## src/rtl/sh_int_accept_pkg.sv

```systemverilog
// rtl/sh_int_accept_pkg.sv - shared types and constants for the interrupt acceptance sequencer
package sh_int_accept_pkg;

    typedef enum logic [2:0] {
        ST_IDLE    = 3'd0,
        ST_PUSH_SR = 3'd1,
        ST_PUSH_PC = 3'd2,
        ST_VEC_RD  = 3'd3,
        ST_LOAD    = 3'd4
    } int_acc_state_t;

    localparam logic [7:0] NMI_VEC = 8'd11;
    localparam logic [7:0] AE_VEC  = 8'd9;

    typedef struct packed {
        logic [3:0] lvl;
        logic [7:0] vec;
    } int_req_t;

    typedef struct packed {
        logic       ack;
        logic [3:0] lvl;
    } int_ack_t;

    function automatic int_req_t int_req_unpack(input logic [11:0] flat);
        return int_req_t'(flat);
    endfunction

    function automatic logic [11:0] int_req_pack(input int_req_t r);
        return {r.lvl, r.vec};
    endfunction

    function automatic int_ack_t int_ack_unpack(input logic [4:0] flat);
        return int_ack_t'(flat);
    endfunction

    function automatic logic [4:0] int_ack_pack(input int_ack_t a);
        return {a.ack, a.lvl};
    endfunction

endpackage

```

## src/rtl/sh_int_accept_if.sv

```systemverilog
// rtl/sh_int_accept_if.sv - interrupt controller handshake and bus signals of the acceptance sequencer
interface sh_int_accept_if;
    logic        REQ;
    logic [3:0]  REQ_LVL;
    logic [7:0]  REQ_VEC;
    logic        ACK;
    logic [3:0]  ACK_LVL;
    logic [31:0] BUS_A;
    logic [31:0] BUS_DO;
    logic [31:0] BUS_DI;
    logic        BUS_WE;
    logic        BUS_REQ;
    logic        BUS_BUSY;

    modport slave (
        input  REQ, REQ_LVL, REQ_VEC, BUS_BUSY, BUS_DI,
        output ACK, ACK_LVL, BUS_A, BUS_DO, BUS_WE, BUS_REQ
    );

    modport master (
        output REQ, REQ_LVL, REQ_VEC, BUS_BUSY, BUS_DI,
        input  ACK, ACK_LVL, BUS_A, BUS_DO, BUS_WE, BUS_REQ
    );
endinterface

```

## src/rtl/sh_int_accept_addr.sv

```systemverilog
// rtl/sh_int_accept_addr.sv - stack push and vector table address generator (all mod 2^32)
module sh_int_accept_addr (
    input  logic [31:0] sp,
    input  logic [31:0] vbr,
    input  logic [7:0]  vec,
    output logic [31:0] sp_m4,
    output logic [31:0] sp_m8,
    output logic [31:0] vec_addr
);
    assign sp_m4    = sp - 32'd4;
    assign sp_m8    = sp - 32'd8;
    assign vec_addr = vbr + {22'b0, vec, 2'b00};
endmodule

```

## src/rtl/sh_int_accept.sv

```systemverilog
// rtl/sh_int_accept.sv - interrupt acceptance and exception entry sequencer
// Optional: SH_INTACC_SP_CHECK_EN turns a misaligned SP into an address-error entry.
module sh_int_accept
    import sh_int_accept_pkg::*;
(
    input  logic              CLK,
    input  logic              RST_N,
    input  logic              CE_R,
    input  logic              CE_F,
    sh_int_accept_if.slave    ifc,
    input  logic              SLOT,
    input  logic [3:0]        SR_I,
    input  logic [31:0]       SR,
    input  logic [31:0]       PC,
    input  logic [31:0]       VBR,
    input  logic [31:0]       SP,
    output logic              BUSY,
    output logic              LOAD,
    output logic [31:0]       NEW_PC,
    output logic [31:0]       NEW_SP,
    output logic [3:0]        NEW_SR_I
);
    int_acc_state_t state_q, state_d;
    int_req_t       req;
    logic           accept, skip_d, is_nmi, bus_done;
    logic           ack_q, skip_q, nmi_q;
    logic [3:0]     lvl_q, new_sr_i_q;
    logic [7:0]     vec_q;
    logic [31:0]    sr_q, pc_q, sp_q, vbr_q, new_pc_q, new_sp_q;
    logic [31:0]    sp_m4, sp_m8, vec_addr;
    logic           unused_ce_f;

    // Only the rising enable sequences this block.
    assign unused_ce_f = CE_F;

    assign req      = int_req_unpack({ifc.REQ_LVL, ifc.REQ_VEC});
    assign is_nmi   = (req.vec == NMI_VEC);
    assign accept   = (state_q == ST_IDLE) && CE_R && ifc.REQ && SLOT && (is_nmi || (req.lvl > SR_I));
    assign bus_done = CE_R && !ifc.BUS_BUSY;

`ifdef SH_INTACC_SP_CHECK_EN
    assign skip_d = (SP[1:0] != 2'b00);
`else
    assign skip_d = 1'b0;
`endif

    sh_int_accept_addr u_addr (
        .sp       (sp_q),
        .vbr      (vbr_q),
        .vec      (vec_q),
        .sp_m4    (sp_m4),
        .sp_m8    (sp_m8),
        .vec_addr (vec_addr)
    );

    always_ff @(posedge CLK or negedge RST_N) begin
        if (!RST_N) begin
            state_q    <= ST_IDLE;
            ack_q      <= 1'b0;
            skip_q     <= 1'b0;
            nmi_q      <= 1'b0;
            lvl_q      <= 4'h0;
            vec_q      <= 8'h00;
            sr_q       <= 32'h0;
            pc_q       <= 32'h0;
            sp_q       <= 32'h0;
            vbr_q      <= 32'h0;
            new_pc_q   <= 32'h0;
            new_sp_q   <= 32'h0;
            new_sr_i_q <= 4'h0;
        end else if (CE_R) begin
            state_q <= state_d;
            ack_q   <= accept;
            if (accept) begin
                lvl_q  <= req.lvl;
                vec_q  <= skip_d ? AE_VEC : req.vec;
                nmi_q  <= is_nmi;
                skip_q <= skip_d;
                sr_q   <= SR;
                pc_q   <= PC;
                sp_q   <= SP;
                vbr_q  <= VBR;
            end
            // Results are registered on vector-read completion so they are valid throughout LOAD.
            if ((state_q == ST_VEC_RD) && !ifc.BUS_BUSY) begin
                new_pc_q   <= ifc.BUS_DI;
                new_sp_q   <= skip_q ? sp_q : sp_m8;
                new_sr_i_q <= nmi_q ? 4'hF : lvl_q;
            end
        end
    end

    always_comb begin
        state_d     = state_q;
        ifc.BUS_REQ = 1'b0;
        ifc.BUS_WE  = 1'b0;
        ifc.BUS_A   = 32'h0;
        ifc.BUS_DO  = 32'h0;
        case (state_q)
            ST_IDLE: begin
                if (accept) state_d = skip_d ? ST_VEC_RD : ST_PUSH_SR;
            end
            ST_PUSH_SR: begin
                ifc.BUS_REQ = 1'b1;
                ifc.BUS_WE  = 1'b1;
                ifc.BUS_A   = sp_m4;
                ifc.BUS_DO  = sr_q;
                if (bus_done) state_d = ST_PUSH_PC;
            end
            ST_PUSH_PC: begin
                ifc.BUS_REQ = 1'b1;
                ifc.BUS_WE  = 1'b1;
                ifc.BUS_A   = sp_m8;
                ifc.BUS_DO  = pc_q;
                if (bus_done) state_d = ST_VEC_RD;
            end
            ST_VEC_RD: begin
                ifc.BUS_REQ = 1'b1;
                ifc.BUS_A   = vec_addr;
                if (bus_done) state_d = ST_LOAD;
            end
            ST_LOAD: begin
                if (CE_R) state_d = ST_IDLE;
            end
            default: state_d = ST_IDLE;
        endcase
    end

    // Outside IDLE the controller compares against the taken level so the request is not re-raised.
    assign ifc.ACK_LVL = (state_q == ST_IDLE) ? SR_I : lvl_q;
    assign ifc.ACK     = ack_q;
    assign BUSY        = (state_q != ST_IDLE);
    assign LOAD        = (state_q == ST_LOAD);
    assign NEW_PC      = new_pc_q;
    assign NEW_SP      = new_sp_q;
    assign NEW_SR_I    = new_sr_i_q;
endmodule
```

## src/flat_wrapper.sv

```systemverilog
// flat-port wrapper written by rule: the top's interface ports become plain ports
module sh_int_accept_flat import sh_int_accept_pkg::*;
  (CLK, RST_N, CE_R, CE_F, SLOT, SR_I, SR, PC, VBR, SP, BUSY, LOAD, NEW_PC, NEW_SP, NEW_SR_I, ifc_REQ, ifc_REQ_LVL, ifc_REQ_VEC, ifc_BUS_BUSY, ifc_BUS_DI, ifc_ACK, ifc_ACK_LVL, ifc_BUS_A, ifc_BUS_DO, ifc_BUS_WE, ifc_BUS_REQ);
  sh_int_accept_if ifc_i ();
  input  logic CLK;
  input  logic RST_N;
  input  logic CE_R;
  input  logic CE_F;
  input  logic SLOT;
  input  logic [3:0] SR_I;
  input  logic [31:0] SR;
  input  logic [31:0] PC;
  input  logic [31:0] VBR;
  input  logic [31:0] SP;
  output logic BUSY;
  output logic LOAD;
  output logic [31:0] NEW_PC;
  output logic [31:0] NEW_SP;
  output logic [3:0] NEW_SR_I;
  input wire logic [$bits(ifc_i.REQ)-1:0] ifc_REQ;
  input wire logic [$bits(ifc_i.REQ_LVL)-1:0] ifc_REQ_LVL;
  input wire logic [$bits(ifc_i.REQ_VEC)-1:0] ifc_REQ_VEC;
  input wire logic [$bits(ifc_i.BUS_BUSY)-1:0] ifc_BUS_BUSY;
  input wire logic [$bits(ifc_i.BUS_DI)-1:0] ifc_BUS_DI;
  output wire logic [$bits(ifc_i.ACK)-1:0] ifc_ACK;
  output wire logic [$bits(ifc_i.ACK_LVL)-1:0] ifc_ACK_LVL;
  output wire logic [$bits(ifc_i.BUS_A)-1:0] ifc_BUS_A;
  output wire logic [$bits(ifc_i.BUS_DO)-1:0] ifc_BUS_DO;
  output wire logic [$bits(ifc_i.BUS_WE)-1:0] ifc_BUS_WE;
  output wire logic [$bits(ifc_i.BUS_REQ)-1:0] ifc_BUS_REQ;
  assign ifc_i.REQ = ifc_REQ;
  assign ifc_i.REQ_LVL = ifc_REQ_LVL;
  assign ifc_i.REQ_VEC = ifc_REQ_VEC;
  assign ifc_i.BUS_BUSY = ifc_BUS_BUSY;
  assign ifc_i.BUS_DI = ifc_BUS_DI;
  assign ifc_ACK = ifc_i.ACK;
  assign ifc_ACK_LVL = ifc_i.ACK_LVL;
  assign ifc_BUS_A = ifc_i.BUS_A;
  assign ifc_BUS_DO = ifc_i.BUS_DO;
  assign ifc_BUS_WE = ifc_i.BUS_WE;
  assign ifc_BUS_REQ = ifc_i.BUS_REQ;
  sh_int_accept u_core (.CLK(CLK), .RST_N(RST_N), .CE_R(CE_R), .CE_F(CE_F), .ifc(ifc_i), .SLOT(SLOT), .SR_I(SR_I), .SR(SR), .PC(PC), .VBR(VBR), .SP(SP), .BUSY(BUSY), .LOAD(LOAD), .NEW_PC(NEW_PC), .NEW_SP(NEW_SP), .NEW_SR_I(NEW_SR_I));
endmodule
```

## config.mk

```make
export PLATFORM = sky130hd
export DESIGN_NAME = sh_int_accept_flat
export DESIGN_NICKNAME = d
export VERILOG_FILES = /design/src/rtl/sh_int_accept_pkg.sv /design/src/rtl/sh_int_accept_if.sv /design/src/rtl/sh_int_accept_addr.sv /design/src/rtl/sh_int_accept.sv /design/src/flat_wrapper.sv
export SDC_FILE = /design/constraint.sdc
export NUM_CORES = 1
export LEC_CHECK = 0
export BUFFER_PORTS_ARGS = -buffer_cell sky130_fd_sc_hd__buf_4
export CAP_MARGIN = 0
export CORE_UTILIZATION = 47
export CTS_CLUSTER_DIAMETER = 60
export CTS_CLUSTER_SIZE = 8
export DETAILED_ROUTE_END_ITERATION = 10
export HOLD_SLACK_MARGIN = 0.06
export MAX_ROUTING_LAYER = met4
export PLACE_DENSITY_LB_ADDON = 0.3
export SLEW_MARGIN = 10
export SYNTH_ARGS = -nofsm -noshare
export SYNTH_HDL_FRONTEND = slang
export SYNTH_SLANG_ARGS = --single-unit
```

## constraint.sdc

```tcl
create_clock -name CLK -period 2.5 [get_ports CLK]
set_input_delay 0.25 -clock CLK [delete_from_list [all_inputs] [get_ports CLK]]
set_output_delay 0.25 -clock CLK [all_outputs]
set_load 0.02 [all_outputs]
```

## Yosys cells after proc, flatten, opt, wreduce, memory -nomap -nowiden

Index checks and enable logic that the tools add are counted.

- Register bits: 213
- Input bits: 183
- Output and inout port bits: 141
- Logic and storage cells: 51

- Add/sub/neg operators: 3
- Magnitude comparators: 1
- Eq/ne operators: 9
- Muxes and demuxes: 11
- Reductions and logical operators: 15

Operator list:

| kind | count |
|---|---|
| $pmux 32 s3 | 1 |
| $pmux 32 s2 | 1 |
| $add 32x10->32 | 1 |
| $sub 32x3->32 const B | 1 |
| $sub 32x4->32 const B | 1 |
| $mux 3 | 4 |
| $pmux 3 s4 | 1 |
| $eq 8x4->1 const B | 1 |
| $mux 4 | 2 |
| $ne 2x1->1 const B | 4 |
| $eq 3x2->1 const B | 2 |
| $logic_and 1x1->1 | 6 |
| $reduce_and 5->1 | 1 |
| $gt 4x4->1 | 1 |
| $reduce_and 2->1 | 2 |
| $eq 3x1->1 const B | 1 |
| $eq 3x3->1 const B | 1 |
| $logic_not 3->1 | 1 |
| $reduce_bool 3->1 | 1 |
| $reduce_or 3->1 | 1 |
| $mux 1 | 2 |
| $reduce_or 2->1 | 1 |
| $logic_not 1->1 | 1 |
| $logic_or 1x1->1 | 1 |

## Depth between registers and ports, before layout

- Word-level depth: 7
- Depth in mapped cells: 11
- Gate-level depth less buffers: 8

## Hierarchy

From an unflattened synthesis, not the netlist that was laid out.

- Cell total of the unflattened synthesis: 923
- Area, all modules: 11,160.7 um2

By module, submodules not included:

| module | instances | cells each | area an instance (um2) | seq. area each (um2) |
|---|---|---|---|---|
| sh_int_accept | 1 | 652 | 9,275.1 | 5,330.1 |
| sh_int_accept_addr | 1 | 271 | 1,885.6 | 0.0 |

## Worst setup path after synthesis

OpenSTA, ideal clock, no wires.

- Path kind: register to output
- Start: reg u_core.sp_q[3]
- End: out ifc_BUS_A[31]
- Arrival: 2.714 ns
- Required time: 2.250 ns
- Path slack: -0.464 ns
- Cell stages (with the launch flop): 10
- Buffers on the path: 1
- Cell sequence: dfrtp_1 -> inv_1 -> ha_1 -> or4b_1 -> or3_1 -> buf_2 -> or3_4 -> nor3_4 -> a21oi_1 -> o22ai_1

- Cells in the longest elaborated chain, start to end: 2
- Elaborated cells between the ends (all ways): 3
- Those cells by class: add/sub (2); mux (1)

RTL lines:

| what | RTL line | text |
|---|---|---|
| from (decl) | sh_int_accept.sv:29 | `logic [31:0] sr_q, pc_q, sp_q, vbr_q, new_pc_q, new_sp_q;` |
| from (signal assigned) | sh_int_accept.sv:66 | `sp_q <= 32'h0;` |
| from (signal assigned) | sh_int_accept.sv:81 | `sp_q <= SP;` |
| $sub 32x4->32 / $sub 32x3->32 (equally long branches) | sh_int_accept_addr.sv:11, sh_int_accept_addr.sv:10 |  |
| $pmux 32 s3 (*) | sh_int_accept.sv:99 | `case (state_q)` |
| to (decl) | flat_wrapper.sv:27 | `output wire logic [$bits(ifc_i.BUS_A)-1:0] ifc_BUS_A;` |

Mark *: on every way between the ends. The rest lies on a longest branch, timed or not.

## Worst setup path after layout

- Start: reg u_core.sp_q[4]
- End: out ifc_BUS_A[31]

Same word-level chain as after synthesis.

==> metrics <==
Skew-Pair Late Insertion Delay 570 ps; Power Density 1114 nW/um^2; WHS Endpoint u_core.nmi_q; Final ANT Viol Nets 0; worst rel slew slack a little over half; Residual DRC 0; clk sinks 213; leak pwr between 8 and 9 nW; minimum clock period 3260 ps; vias in the first global route 10930; initial antenna violation count 4; Most used DFF post-synth dfrtp_1; Crit Path Class reg -> out; DP Area between 10000 and 15000 um^2; syn avg cell area 10.69 um^2; CP arrival about 3000 ps; Max Slew Vio Count 0; sequential area share after synthesis 50.49%; reg2reg end u_core.NEW_SP[29]; IR Drop Worst-Case VDD 0.6944 mV; largest net degree at the start of global routing 70; final instance area 17770 um^2; HP Start ifc_REQ; P&R area growth vs syn 68.30%; Die Height roughly 150 um; HPWL Detailed 22860 um; HP Class in -> reg; Mapped Area 10560 um^2; Post-Syn Instances 988; Final Power between 0.015 and 0.02 W; Tcrit/Tclk final 130.4%; WL per Instance 20.42 um; global-route total usage across every layer between 30% and 40%; violated checks negative setup slack; CTS tree done; Post-synth ARST share between 90% and 100%; Clock Root Buffer clkbuf_16; Vias/cell 5.492; nets@finish between 1500 and 2000; CTS H-tree lvls 1; # rows 54; DRT Pass-1 Iters 5; FF-to-FF Start u_core.sp_q[4]; Final GP Congestion 0.9438; clock buffer depth 3; Syn Nets about 1200; setup violators final 30; Tightest Pin Transition 672.7 ps; global route overflow 0; Die ar. around 23000 um^2; r2r worst-path depth 9; Cell variety after synth 58; Synth Warn # 0; DR iter-0 viols 536; CTS Buf Count 31; Clk pin slew, worst setup/hold paths 50 ps; I/O Buffers 322; Hold Vio Cnt, Final 0; core area about 22000 um^2; Initial Util 48.23%; RSZ-0062 raised after global routing yes; Max Cap Viol 0; R2R setup slack -20 ps; Post-synth EDFFs 0; startpoint types flop; vias 10430; Critical Path End Type output pin; hold path depth 3; layout cells sized above 1 45.63%; CP Max Fanout 4; die width 151.9 um; first-pass GRT wire length 57430 um; total wire length 38780 um; Synth Register Bits 213; status finished with violations; Place WS -243.0 ps; Ports 324; setup ws final -759.5 ps; clk_skew about 28 ps; fmax 0.3068 GHz; Critical Path RT between 2000 and 2500 ps
-- cell families after synthesis --
| family | Yosys count | synth area share, % |
|---|---|---|
| simple gates | 308 | 13.64 |
| flops | 213 | 50.49 |
| compound gates | 189 | 11.60 |
| mux | 143 | 15.23 |
| buf+inv | 69 | 2.963 |
| xor+xnor | 51 | 4.231 |
| fa+ha+maj | 15 | 1.849 |
-- Yosys cell counts, types with 9 or more instances --
library cell | instances | area [um^2]
mux2_2 | 141 | 1588
ha_1 | 14 | 175.2
nor2_1 | 41 | 153.9
o22ai_1 | 10 | 62.56
nor4_1 | 9 | 56.30
xnor2_1 | 35 | 306.5
a31oi_1 | 9 | 56.30
o21ai_0 | 75 | 375.4
nor3_1 | 23 | 115.1
inv_1 | 12 | 45.04
a22o_1 | 35 | 306.5
buf_2 | 16 | 80.08
nand2_1 | 175 | 656.9
xor2_1 | 16 | 140.1
clkbuf_1 | 33 | 123.9
a21oi_1 | 22 | 110.1
dfrtp_1 | 213 | 5330
-- state kept, by name (all words and copies together) (netlist names), 3 cells and up --
name	count
u_core.lvl_q	4
u_core.vbr_q	32
u_core.sp_q	32
u_core.sr_q	32
u_core.pc_q	32
u_core.NEW_PC	32
u_core.NEW_SP	32
u_core.vec_q	8
u_core.state_q	3
u_core.NEW_SR_I	4
-- metal layers --
| layer | part of all wire (%) | track usage (%) | vias up |
|---|---|---|---|
| met5 | 0 | - | - |
| li1 | - | - | 4779 |
| met1 | 39 | 39.11 | 5022 |
| met4 | 4.7 | 14.95 | 0 |
| met2 | 49 | 51.43 | 509 |
| met3 | 7.1 | 6.161 | 119 |
-- placed cells by master (no fill, tap or decap), types with 16 or more instances in the layout --
cell type,synthesis,layout
o21ai_0,75,47
xnor2_1,35,33
buf_4,5,399
o21ai_1,1,16
a22o_1,35,33
mux2_2,141,141
buf_6,2,51
a21oi_1,22,21
nand2_1,175,172
nor2_1,41,29
nor3_1,23,16
clkbuf_16,0,37
dfrtp_1,213,211
dlygate4sd3_1,0,175
-- stage by stage --
stage | std cells | TNS (ps) | hold WS (ps) | utilization [%]
2_1_floorplan | 988 | -697.3 | -45.59 | -
3_3_place_gp | 1640 | -2326 | 253.1 | 64.40
3_5_place_dp | 1640 | -2812 | 262.5 | 64.40
4_1_cts | 1875 | -15210 | 173.4 | 78.58
5_1_grt | 1899 | -21730 | 177.1 | 81.17
6_report | 1899 | -16130 | 160.0 | 81.17
-- power by group --
part	switching (W)	internal, W
Clock	0.00149	0.00228
Sequential	0.00101	0.00478
Combinational	0.00542	0.00481
Total	0.00792	0.0119
-- how the worst max path moves through the flow --
stage / cells after the start / from / slack [ps] / to
finish: 9 / u_core.sp_q[4] / -760 / ifc_BUS_A[31]
floorplan: 9 / u_core.sp_q[4] / -240 / ifc_BUS_A[31]
detailed placement: 9 / u_core.sp_q[4] / -240 / ifc_BUS_A[31]
global route: 10 / u_core.vbr_q[2] / -860 / ifc_BUS_A[26]
CTS: 9 / u_core.sp_q[3] / -790 / ifc_BUS_A[31]
global placement: 9 / u_core.sp_q[4] / -220 / ifc_BUS_A[31]
-- worst max-delay path, stage by stage, from the launching register on --
cell,delay (ps)
dfrtp_1,400
inv_2,80
ha_4,130
or4b_4,460
or3_4,420
or3_4,370
nor3_4,170
a31o_2,190
o22ai_2,90
buf_6,150
-- final cells by class --
| type | count | area (um^2) |
|---|---|---|
| antenna | 4 | 10.01 |
| inverter | 13 | 48.80 |
| tap | 280 | 350.3 |
| sequential | 213 | 5333 |
| multi-input combinational | 706 | 5381 |
| timing repair buffer | 648 | 5807 |
| clock buffer | 32 | 779.5 |
| clock inverter | 3 | 58.81 |
| fill | 1251 | 4123 |
-- repair_timing --
item,CTS,global route
resized for setup,73,75
cloned,1,7
pin swaps,29,30
setup endpoints to repair,62,185
setup buffers,24,14
hold endpoints to repair,239,0
hold buffers,175,0
Power figures use the tool's default switching activity.
